File: config.mk
export PLATFORM = sky130hd
export DESIGN_NAME = coproc_arbiter
export DESIGN_NICKNAME = d
export VERILOG_FILES = /design/src/rtl/coproc_arbiter.sv
export SDC_FILE = /design/constraint.sdc
export NUM_CORES = 1
export LEC_CHECK = 0
export CORE_UTILIZATION = 35
export CTS_BUF_LIST = sky130_fd_sc_hd__clkbuf_8
export DETAILED_ROUTE_END_ITERATION = 10
export PLACE_DENSITY = 0.67
export SETUP_SLACK_MARGIN = 0.3
export SLEW_MARGIN = 20
export SYNTH_ARGS = -nofsm -noshare
export SYNTH_HDL_FRONTEND = slang
export SYNTH_SLANG_ARGS = --single-unit
File: constraint.sdc
create_clock -name clk -period 4.3 [get_ports clk]
set_clock_uncertainty 0.1 [all_clocks]
set_input_delay 0.43 -clock clk [delete_from_list [all_inputs] [get_ports clk]]
set_output_delay 0.43 -clock clk [all_outputs]
set_load 0.02 [all_outputs]
File: src/rtl/coproc_arbiter.sv
// Round-robin arbiter sharing one coprocessor compute module between NREQ requesters.
// Optional WAIT-state abort is enabled by defining COPROC_ARB_TIMEOUT_EN.
module coproc_arbiter #(
  parameter int NREQ    = 4,
  parameter int IDW     = 2,
  parameter int DW      = 24,
  parameter int TIMEOUT = 1023
) (
  input  logic                clk,
  input  logic                rst,
  input  logic [NREQ-1:0]     req_start,
  input  logic [NREQ*DW-1:0]  req_data,
  output logic [NREQ-1:0]     req_pend,
  output logic [NREQ-1:0]     resp_valid,
  output logic [DW-1:0]       resp_data,
  output logic                resp_err,
  output logic                mstart,
  output logic [DW-1:0]       min,
  input  logic                mrdy,
  input  logic [DW-1:0]       mout,
  output logic [IDW-1:0]      owner,
  output logic                busy,
  output logic [NREQ-1:0]     ovf,
  output logic                spur,
  input  logic                clr
);

  localparam logic [1:0] S_IDLE  = 2'd0;
  localparam logic [1:0] S_ISSUE = 2'd1;
  localparam logic [1:0] S_WAIT  = 2'd2;

  if (NREQ < 2 || NREQ > 4 || (1 << IDW) < NREQ || TIMEOUT < 1) begin : g_bad_cfg
    $error("coproc_arbiter: unsupported parameter combination");
  end

  logic [1:0]      r_state;
  logic [NREQ-1:0] r_pend;
  logic [NREQ-1:0] r_ovf;
  logic [NREQ-1:0] r_resp_valid;
  logic [DW-1:0]   r_slot [NREQ];
  logic [DW-1:0]   r_min;
  logic [DW-1:0]   r_resp_data;
  logic [IDW-1:0]  r_owner;
  logic            r_spur;

  logic            w_tmo;
  logic            w_deliver;
  logic            w_found;
  logic [IDW-1:0]  w_idx;
  logic [IDW-1:0]  w_pick;
  logic [NREQ-1:0] w_free;

  assign w_deliver = (r_state == S_WAIT) && (mrdy || w_tmo);

  // Search owner+1, owner+2, ... wrapping; first pending slot wins.
  always_comb begin
    w_found = 1'b0;
    w_pick  = '0;
    w_idx   = '0;
    for (int unsigned k = 1; k <= NREQ; k++) begin
      w_idx = IDW'((32'(r_owner) + k) % NREQ);
      if (!w_found && r_pend[w_idx]) begin
        w_found = 1'b1;
        w_pick  = w_idx;
      end
    end
  end

  always_comb begin
    w_free = '0;
    for (int unsigned i = 0; i < NREQ; i++) begin
      w_free[i] = w_deliver && (r_owner == IDW'(i));
    end
  end

  always_ff @(posedge clk or negedge rst) begin
    if (!rst) begin
      r_state <= S_IDLE;
      r_owner <= '0;
      r_min   <= '0;
    end else begin
      case (r_state)
        S_IDLE: begin
          if (w_found) begin
            r_owner <= w_pick;
            r_min   <= r_slot[w_pick];
            r_state <= S_ISSUE;
          end
        end
        S_ISSUE: r_state <= S_WAIT;
        S_WAIT:  if (w_deliver) r_state <= S_IDLE;
        default: r_state <= S_IDLE;
      endcase
    end
  end

  // A slot being freed on this edge may be refilled on the same edge without overflow.
  always_ff @(posedge clk or negedge rst) begin
    if (!rst) begin
      r_pend <= '0;
      r_ovf  <= '0;
      for (int unsigned i = 0; i < NREQ; i++) begin
        r_slot[i] <= '0;
      end
    end else begin
      for (int unsigned i = 0; i < NREQ; i++) begin
        if (req_start[i] && (!r_pend[i] || w_free[i])) begin
          r_slot[i] <= req_data[i*DW +: DW];
          r_pend[i] <= 1'b1;
        end else if (w_free[i]) begin
          r_pend[i] <= 1'b0;
        end
        if (req_start[i] && r_pend[i] && !w_free[i]) begin
          r_ovf[i] <= 1'b1;
        end else if (clr) begin
          r_ovf[i] <= 1'b0;
        end
      end
    end
  end

  always_ff @(posedge clk or negedge rst) begin
    if (!rst) begin
      r_resp_valid <= '0;
      r_resp_data  <= '0;
      r_spur       <= 1'b0;
    end else begin
      r_resp_valid <= w_free;
      if (w_deliver) begin
        r_resp_data <= w_tmo ? '0 : mout;
      end
      if (mrdy && (r_state != S_WAIT)) begin
        r_spur <= 1'b1;
      end else if (clr) begin
        r_spur <= 1'b0;
      end
    end
  end

`ifdef COPROC_ARB_TIMEOUT_EN
  localparam int TW = $clog2(TIMEOUT + 1);

  logic [TW-1:0] r_tcnt;
  logic          r_err;

  always_ff @(posedge clk or negedge rst) begin
    if (!rst) begin
      r_tcnt <= '0;
      r_err  <= 1'b0;
    end else begin
      if (r_state == S_ISSUE) begin
        r_tcnt <= '0;
      end else if (r_state == S_WAIT) begin
        r_tcnt <= r_tcnt + 1'b1;
      end
      r_err <= w_deliver && w_tmo;
    end
  end

  assign w_tmo    = (r_state == S_WAIT) && !mrdy && (r_tcnt == TW'(TIMEOUT - 1));
  assign resp_err = r_err;
`else
  assign w_tmo    = 1'b0;
  assign resp_err = 1'b0;
`endif

  assign req_pend   = r_pend;
  assign resp_valid = r_resp_valid;
  assign resp_data  = r_resp_data;
  assign mstart     = (r_state == S_ISSUE);
  assign min        = r_min;
  assign owner      = r_owner;
  assign busy       = (r_state != S_IDLE);
  assign ovf        = r_ovf;
  assign spur       = r_spur;

endmodule

==> impl_metrics.csv, run 1 <==
group,metric,value,unit
run_status,status,"finished with violations",
run_status,violations,"hold timing",
synthesis,synth_cell_type_count,45,
critical_path,cp_max_fo,16,
floorplanning,io_pins,194,
clock_tree,htree_levels,4,
timing,min_period_over_period,85.3,%
timing,setup_violations,0,
floorplanning,initial_utilization,35.7,%
clock_tree,postCtsSetupRepairBufs,0,
placement,dpl-instance-area,0.00939,sq mm
placement,dp_hpwl,12600,microns
critical_path,max_stage_delay,650,ps
global_route,overflow,0,
synthesis,synth_area,0.00723,sq mm
clock_tree,clk_latency,450,ps
placement,place_ws,645,ps
clock_tree,cts_buffer_depth,2,
clock_tree,cts_tree,"yes",
critical_path,cp_num_buf_inv,2,
finish,antenna_cells,0,
routing,viasPerCell,4.98,
timing,max_freq,0.273,GHz
critical_path,end_kind,"flop",
critical_path,slowest_stage,"dfrtp_1",
floorplanning,die_h,146,microns
finish,area.growth.synth_to_final,35.3,%
global_route,grt_start_max_net_pins,98,
routing,drc,0,
critical_path,critPathRequiredTime,4540,ps
power,ir_drop,0.432,mV
finish,mostFrequentLayoutCells,"clkdlybuf4s50_1, dfrtp_1, mux2_2, nand2_1, clkbuf_8",
clock_tree,cts-buffers-inserted,17,
finish,instances_no_fill,1018,
timing,totalNegativeSetupSlack,0,ps
synthesis,syn_nets,687,
clock_tree,clkSinkCount,161,
clock_tree,cts-root-buf,"clkbuf_8",
routing,routed_wl,18300,microns
timing,finalMaxSlewViolations,0,
critical_path,crit_chain,"inv_1 > ha_1 > mux4_2 > or2_4 > a211oi_4 > buf_4 > mux4_1 > mux2_2",
worst_hold_path,worstHoldPathType,"in2async",
finish,layout_commonest_cell,"clkdlybuf4s50_1",
finish,drive_above_1_share,25.0,%
power,leakage,4.19,nW
power,p_per_area,746,mW/mm^2
critical_path,cp_top_family,"multiplexers",
critical_path,path_class,"reg2reg",
global_route,antenna_found_initial,0,
global_route,track_usage,17.9,%
clock_tree,clk_pin_slew,90,ps
critical_path,arrival,3910,ps
synthesis,ys_seq_elements,161,
power,power.total,7.30,mW
timing,hold_violations,23,
clock_tree,cts-resized-gates,0,
timing,fin_ws,631,ps
global_route,first_global_vias,5397,
floorplanning,rows,52,
placement,dp.cells,986,
routing,via_count,5067,
synthesis,ys_seq_area_share,55.7,%
timing,worst_pin_slew,900,ps
floorplanning,die-area,0.0212,sq mm
clock_tree,hold_buffers,0,
synthesis,avgSynthCellArea,13.0,sq um
routing,wl_per_cell,17.9,microns
finish,nNetsFinal,868,
timing,holdWs,-45.2,ps
finish,final_area,0.00978,sq mm
routing,drtIter0Drc,260,
synthesis,synth_cells,555,
timing,grt_setup_unrepaired,"false",
flow_run,maxCapViolCount,0,
critical_path,cp-start-kind,"flop",
routing,drtAntennaViolNets,0,
timing,fin_crit,3670,ps
placement,gp_congestion,0.848,
timing,slew-limit-headroom,40.0,%
global_route,grt_pass1_wl,29400,microns
placement,port_buffers,192,
synthesis,ys_warn_count,0,
floorplanning,core-area,0.0202,sq mm
routing,drt_first_pass_iters,4,
floorplanning,die_width,146,microns
## through the flow
stage | hold slack, ps | util [%]
6_report | -45.2 | 48.3
5_1_grt | 7.28 | 48.3
4_1_cts | 2.38 | 48.2
3_5_place_dp | 363 | 46.4
3_3_place_gp | 356 | 46.4
2_1_floorplan | 34.4 | -
## registers in the layout, summed over array words and instances, names as in the netlist
name,flops
req_pend,4
spur,1
r_slot,96
resp_data,24
resp_valid,4
owner,2
ovf,4
min,24
r_state,2
## worst register-to-register path, cell delays in order (launching register included)
cell and delay (ps):
dfrtp_1 650, inv_1 150, ha_1 550, mux4_2 420, or2_4 310, a211oi_4 210
buf_4 310, mux4_1 590, mux2_2 270
## worst paths after layout
check	from	endpoint	slack [ps]	cells after the start
min in group clk	resp_data[20]	resp_data[20]	380	2
max in group asynchronous	rst	r_slot[29]	3080	2
max reg2reg	owner[1]	min[9]	630	8
max	owner[1]	min[9]	630	8
min	rst	r_slot[67]	-50	1
min reg2reg	resp_data[20]	resp_data[20]	380	2
## power by group
group / leakage [nW] / internal (mW) / switching [mW] / total, mW
clock: 0.193 / 0.495 / 0.552 / 1.05
combinational: 2.04 / 1.98 / 1.63 / 3.60
sequential: 1.95 / 2.23 / 0.421 / 2.65
## synth_stat cells (all sizes together)
cell type  number  area share [%]
o21ai          12            0.83
nor3            9            0.62
a21oi           4            0.28
nand2b          8            0.69
nor3b           8            0.83
mux4           19             6.1
a2111o          1            0.16
dfrtp         161              56
or3b            2            0.24
and2            4            0.35
nor2b           1           0.087
a32o            4            0.55
conb            1           0.052
buf            15             1.4
o21a            8            0.83
o31ai           1            0.10
a2111oi         1            0.38
a22o            1            0.12
o2111ai         1            0.12
nand2          84             4.4
ha              4            0.69
a211oi          2            0.38
clkbuf         24             1.2
inv            17            0.88
a31oi          10            0.95
mux2i           6            0.83
nor4            4            0.64
mux2          114              18
a211o           8            0.97
nor2           15            0.81
o21bai          1            0.10
or2             5            0.47
## metal layers
layer	part of all wire (%)	track usage, %	vias up
met2	48	28.5	160
met1	45	23.4	2577
met4	2.1	6.84	0
met5	0	0	-
li1	-	-	2305
met3	5.3	4.98	25
## layout make-up
type	count	area, sq um
fillers	1736	10500
flip-flops and latches	161	4030
multi-input cells	338	2970
repair buffers	201	2010
well taps	270	338
clock buffers	20	275
clock inverters	11	90.1
inverters	17	63.8
## cell families after synthesis
logic type | Yosys count | synth area share, %
and+or+nand+nor | 140 | 9.10
adders and majority gates | 4 | 0.692
muxes | 139 | 25.1
DFF | 161 | 55.7
buffers and inverters | 56 | 3.51
other | 1 | 0.0519
AOI/OAI and AO/OA | 54 | 5.78
(Power assumes the default switching activity.)
==> run 2, diff against run 1 <==
- HOLD_SLACK_MARGIN: not set -> 0.12
- SKIP_CTS_REPAIR_TIMING: not set -> 1
==> impl_metrics.csv, run 2 (synthesis results as in run 1) <==
group,metric,value,unit
run_status,status,"finished, final reports clean",
clock_tree,clk_pin_slew,80,ps
critical_path,timing.rr.end,"min[9]",
timing,totalNegativeSetupSlack,0,ps
floorplanning,die_h,146,microns
floorplanning,initial_utilization,35.7,%
routing,drtAntennaViolNets,0,
floorplanning,core-area,0.0202,sq mm
placement,dpl-instance-area,0.00939,sq mm
critical_path,startpoint,"owner[1]",
timing,finalMaxSlewViolations,0,
critical_path,cp_max_fo,16,
routing,drtIter0Drc,251,
timing,slew-limit-headroom,39.6,%
critical_path,end_kind,"flop",
global_route,first_global_vias,5397,
finish,final_area,0.00979,sq mm
floorplanning,io_pins,194,
placement,dp_hpwl,12600,microns
routing,drt_first_pass_iters,4,
placement,port_buffers,192,
timing,worst_pin_slew,906,ps
global_route,antenna_found_initial,0,
critical_path,cp-start-kind,"flop",
finish,multiInputGateArea,0.00297,sq mm
routing,wl_per_cell,18.0,microns
power,seqPwrFrac,36.3,%
critical_path,max_stage_delay,660,ps
power,p_clk_share,14.4,%
placement,gp_congestion,0.848,
global_route,track_usage,17.9,%
critical_path,setup.reg_to_reg.worst_slack,630,ps
worst_hold_path,holdPathStages,2,
floorplanning,die_width,146,microns
timing,fin_crit,3670,ps
power,p_comb_share,49.3,%
power,p_int,4.70,mW
power,p_per_area,746,mW/mm^2
finish,fillers,1735,
critical_path,r2r_start,"owner[1]",
critical_path,slowest_stage,"dfrtp_1",
clock_tree,cts_buffer_depth,2,
power,ir_drop,0.430,mV
timing,hold_violations,0,
clock_tree,cts-buffers-inserted,17,
routing,via_count,5071,
power,power_switching,2.60,mW
finish,drive_above_1_share,25.0,%
finish,mostFrequentLayoutCells,"clkdlybuf4s50_1, dfrtp_1, mux2_2, nand2_1, clkbuf_8",
finish,nNetsFinal,869,
critical_path,r2r_cells,8,
clock_tree,clk_latency,450,ps
clock_tree,cts-root-buf,"clkbuf_8",
timing,min_period_over_period,85.3,%
finish,layout_commonest_cell,"clkdlybuf4s50_1",
finish,largest_reg_flops,96,
floorplanning,die-area,0.0212,sq mm
finish,antenna_cells,0,
routing,viasPerCell,4.98,
finish,regArea,0.00403,sq mm
flow_run,maxCapViolCount,0,
critical_path,crit_path_end,"min[9]",
clock_tree,clkSinkCount,161,
routing,routed_wl,18300,microns
timing,setup_violations,0,
global_route,overflow,0,
power,leakage,4.19,nW
critical_path,path_class,"reg2reg",
power,switching_share,35.6,%
timing,max_freq,0.273,GHz
timing,grt_setup_unrepaired,"false",
finish,area.growth.synth_to_final,35.4,%
global_route,grt_start_max_net_pins,98,
routing,drc,0,
global_route,grt_pass1_wl,29400,microns
finish,regMostFlops,"r_slot",
critical_path,crit_chain,"inv_1 > ha_1 > mux4_2 > or2_4 > a211oi_4 > buf_4 > mux4_1 > mux2_2",
floorplanning,rows,52,
critical_path,critPathRequiredTime,4540,ps
critical_path,arrival,3900,ps
worst_hold_path,worstHoldPathType,"reg2reg",
clock_tree,htree_levels,4,
clock_tree,cts_tree,"yes",
## run 2: metrics by stage
stage,cells,hold slack [ps],utilization (%),setup WS (ps),power (mW)
after global routing,1019,375,48.4,470,7.79
after CTS,1017,2.38,48.2,643,7.36
after global placement,986,356,46.4,769,6.14
final,1019,381,48.4,633,7.30
after floorplan,555,34.4,-,579,5.13
after detailed placement,986,363,46.4,645,6.30
## run 2: final cells by class
| class | instances | share of cell area (%) |
|---|---|---|
| Sequential cell | 161 | 41.2 |
| Multi-Input combinational cell | 338 | 30.4 |
| Timing Repair Buffer | 202 | 20.6 |
| Inverter | 17 | 0.652 |
| Tap cell | 270 | 3.45 |
| Clock buffer | 20 | 2.81 |
| Clock inverter | 11 | 0.920 |
## run 2: worst max-delay path, delay by kind of cell (launching register included)
family / cells / cell delay, ps
AND/OR/NAND/NOR: 1 / 310
adder cells (fa/ha/maj): 1 / 540
buffers and inverters: 2 / 460
flip-flops: 1 / 660
AO/OA/AOI/OAI: 1 / 210
multiplexers: 3 / 1260
## run 2: power by group through the flow
stage | Combinational [mW] | Clock (mW) | Sequential (mW)
2_1_floorplan | 2.30 | 0 | 2.83
3_3_place_gp | 3.50 | 0 | 2.64
3_5_place_dp | 3.62 | 0 | 2.68
4_1_cts | 3.62 | 1.08 | 2.66
5_1_grt | 3.89 | 1.15 | 2.74
6_report | 3.60 | 1.05 | 2.65
## run 2: how the worst min path moves through the flow
stage,startpoint,end,slack (ps)
finish,resp_data[20],resp_data[20],380
global route,mout[23],resp_data[23],370
CTS,rst,r_slot[67],2
detailed placement,resp_data[20],resp_data[20],360
global placement,resp_data[9],resp_data[9],360
floorplan,rst,min[0],30
## run 2: routing by layer
layer,vias to the layer above,share of wire [%],global-route usage (%)
li1,2310,-,-
met1,2578,45,23.4
met2,156,48,28.5
met3,27,5.1,4.98
met4,0,2.2,6.84
met5,-,0,0
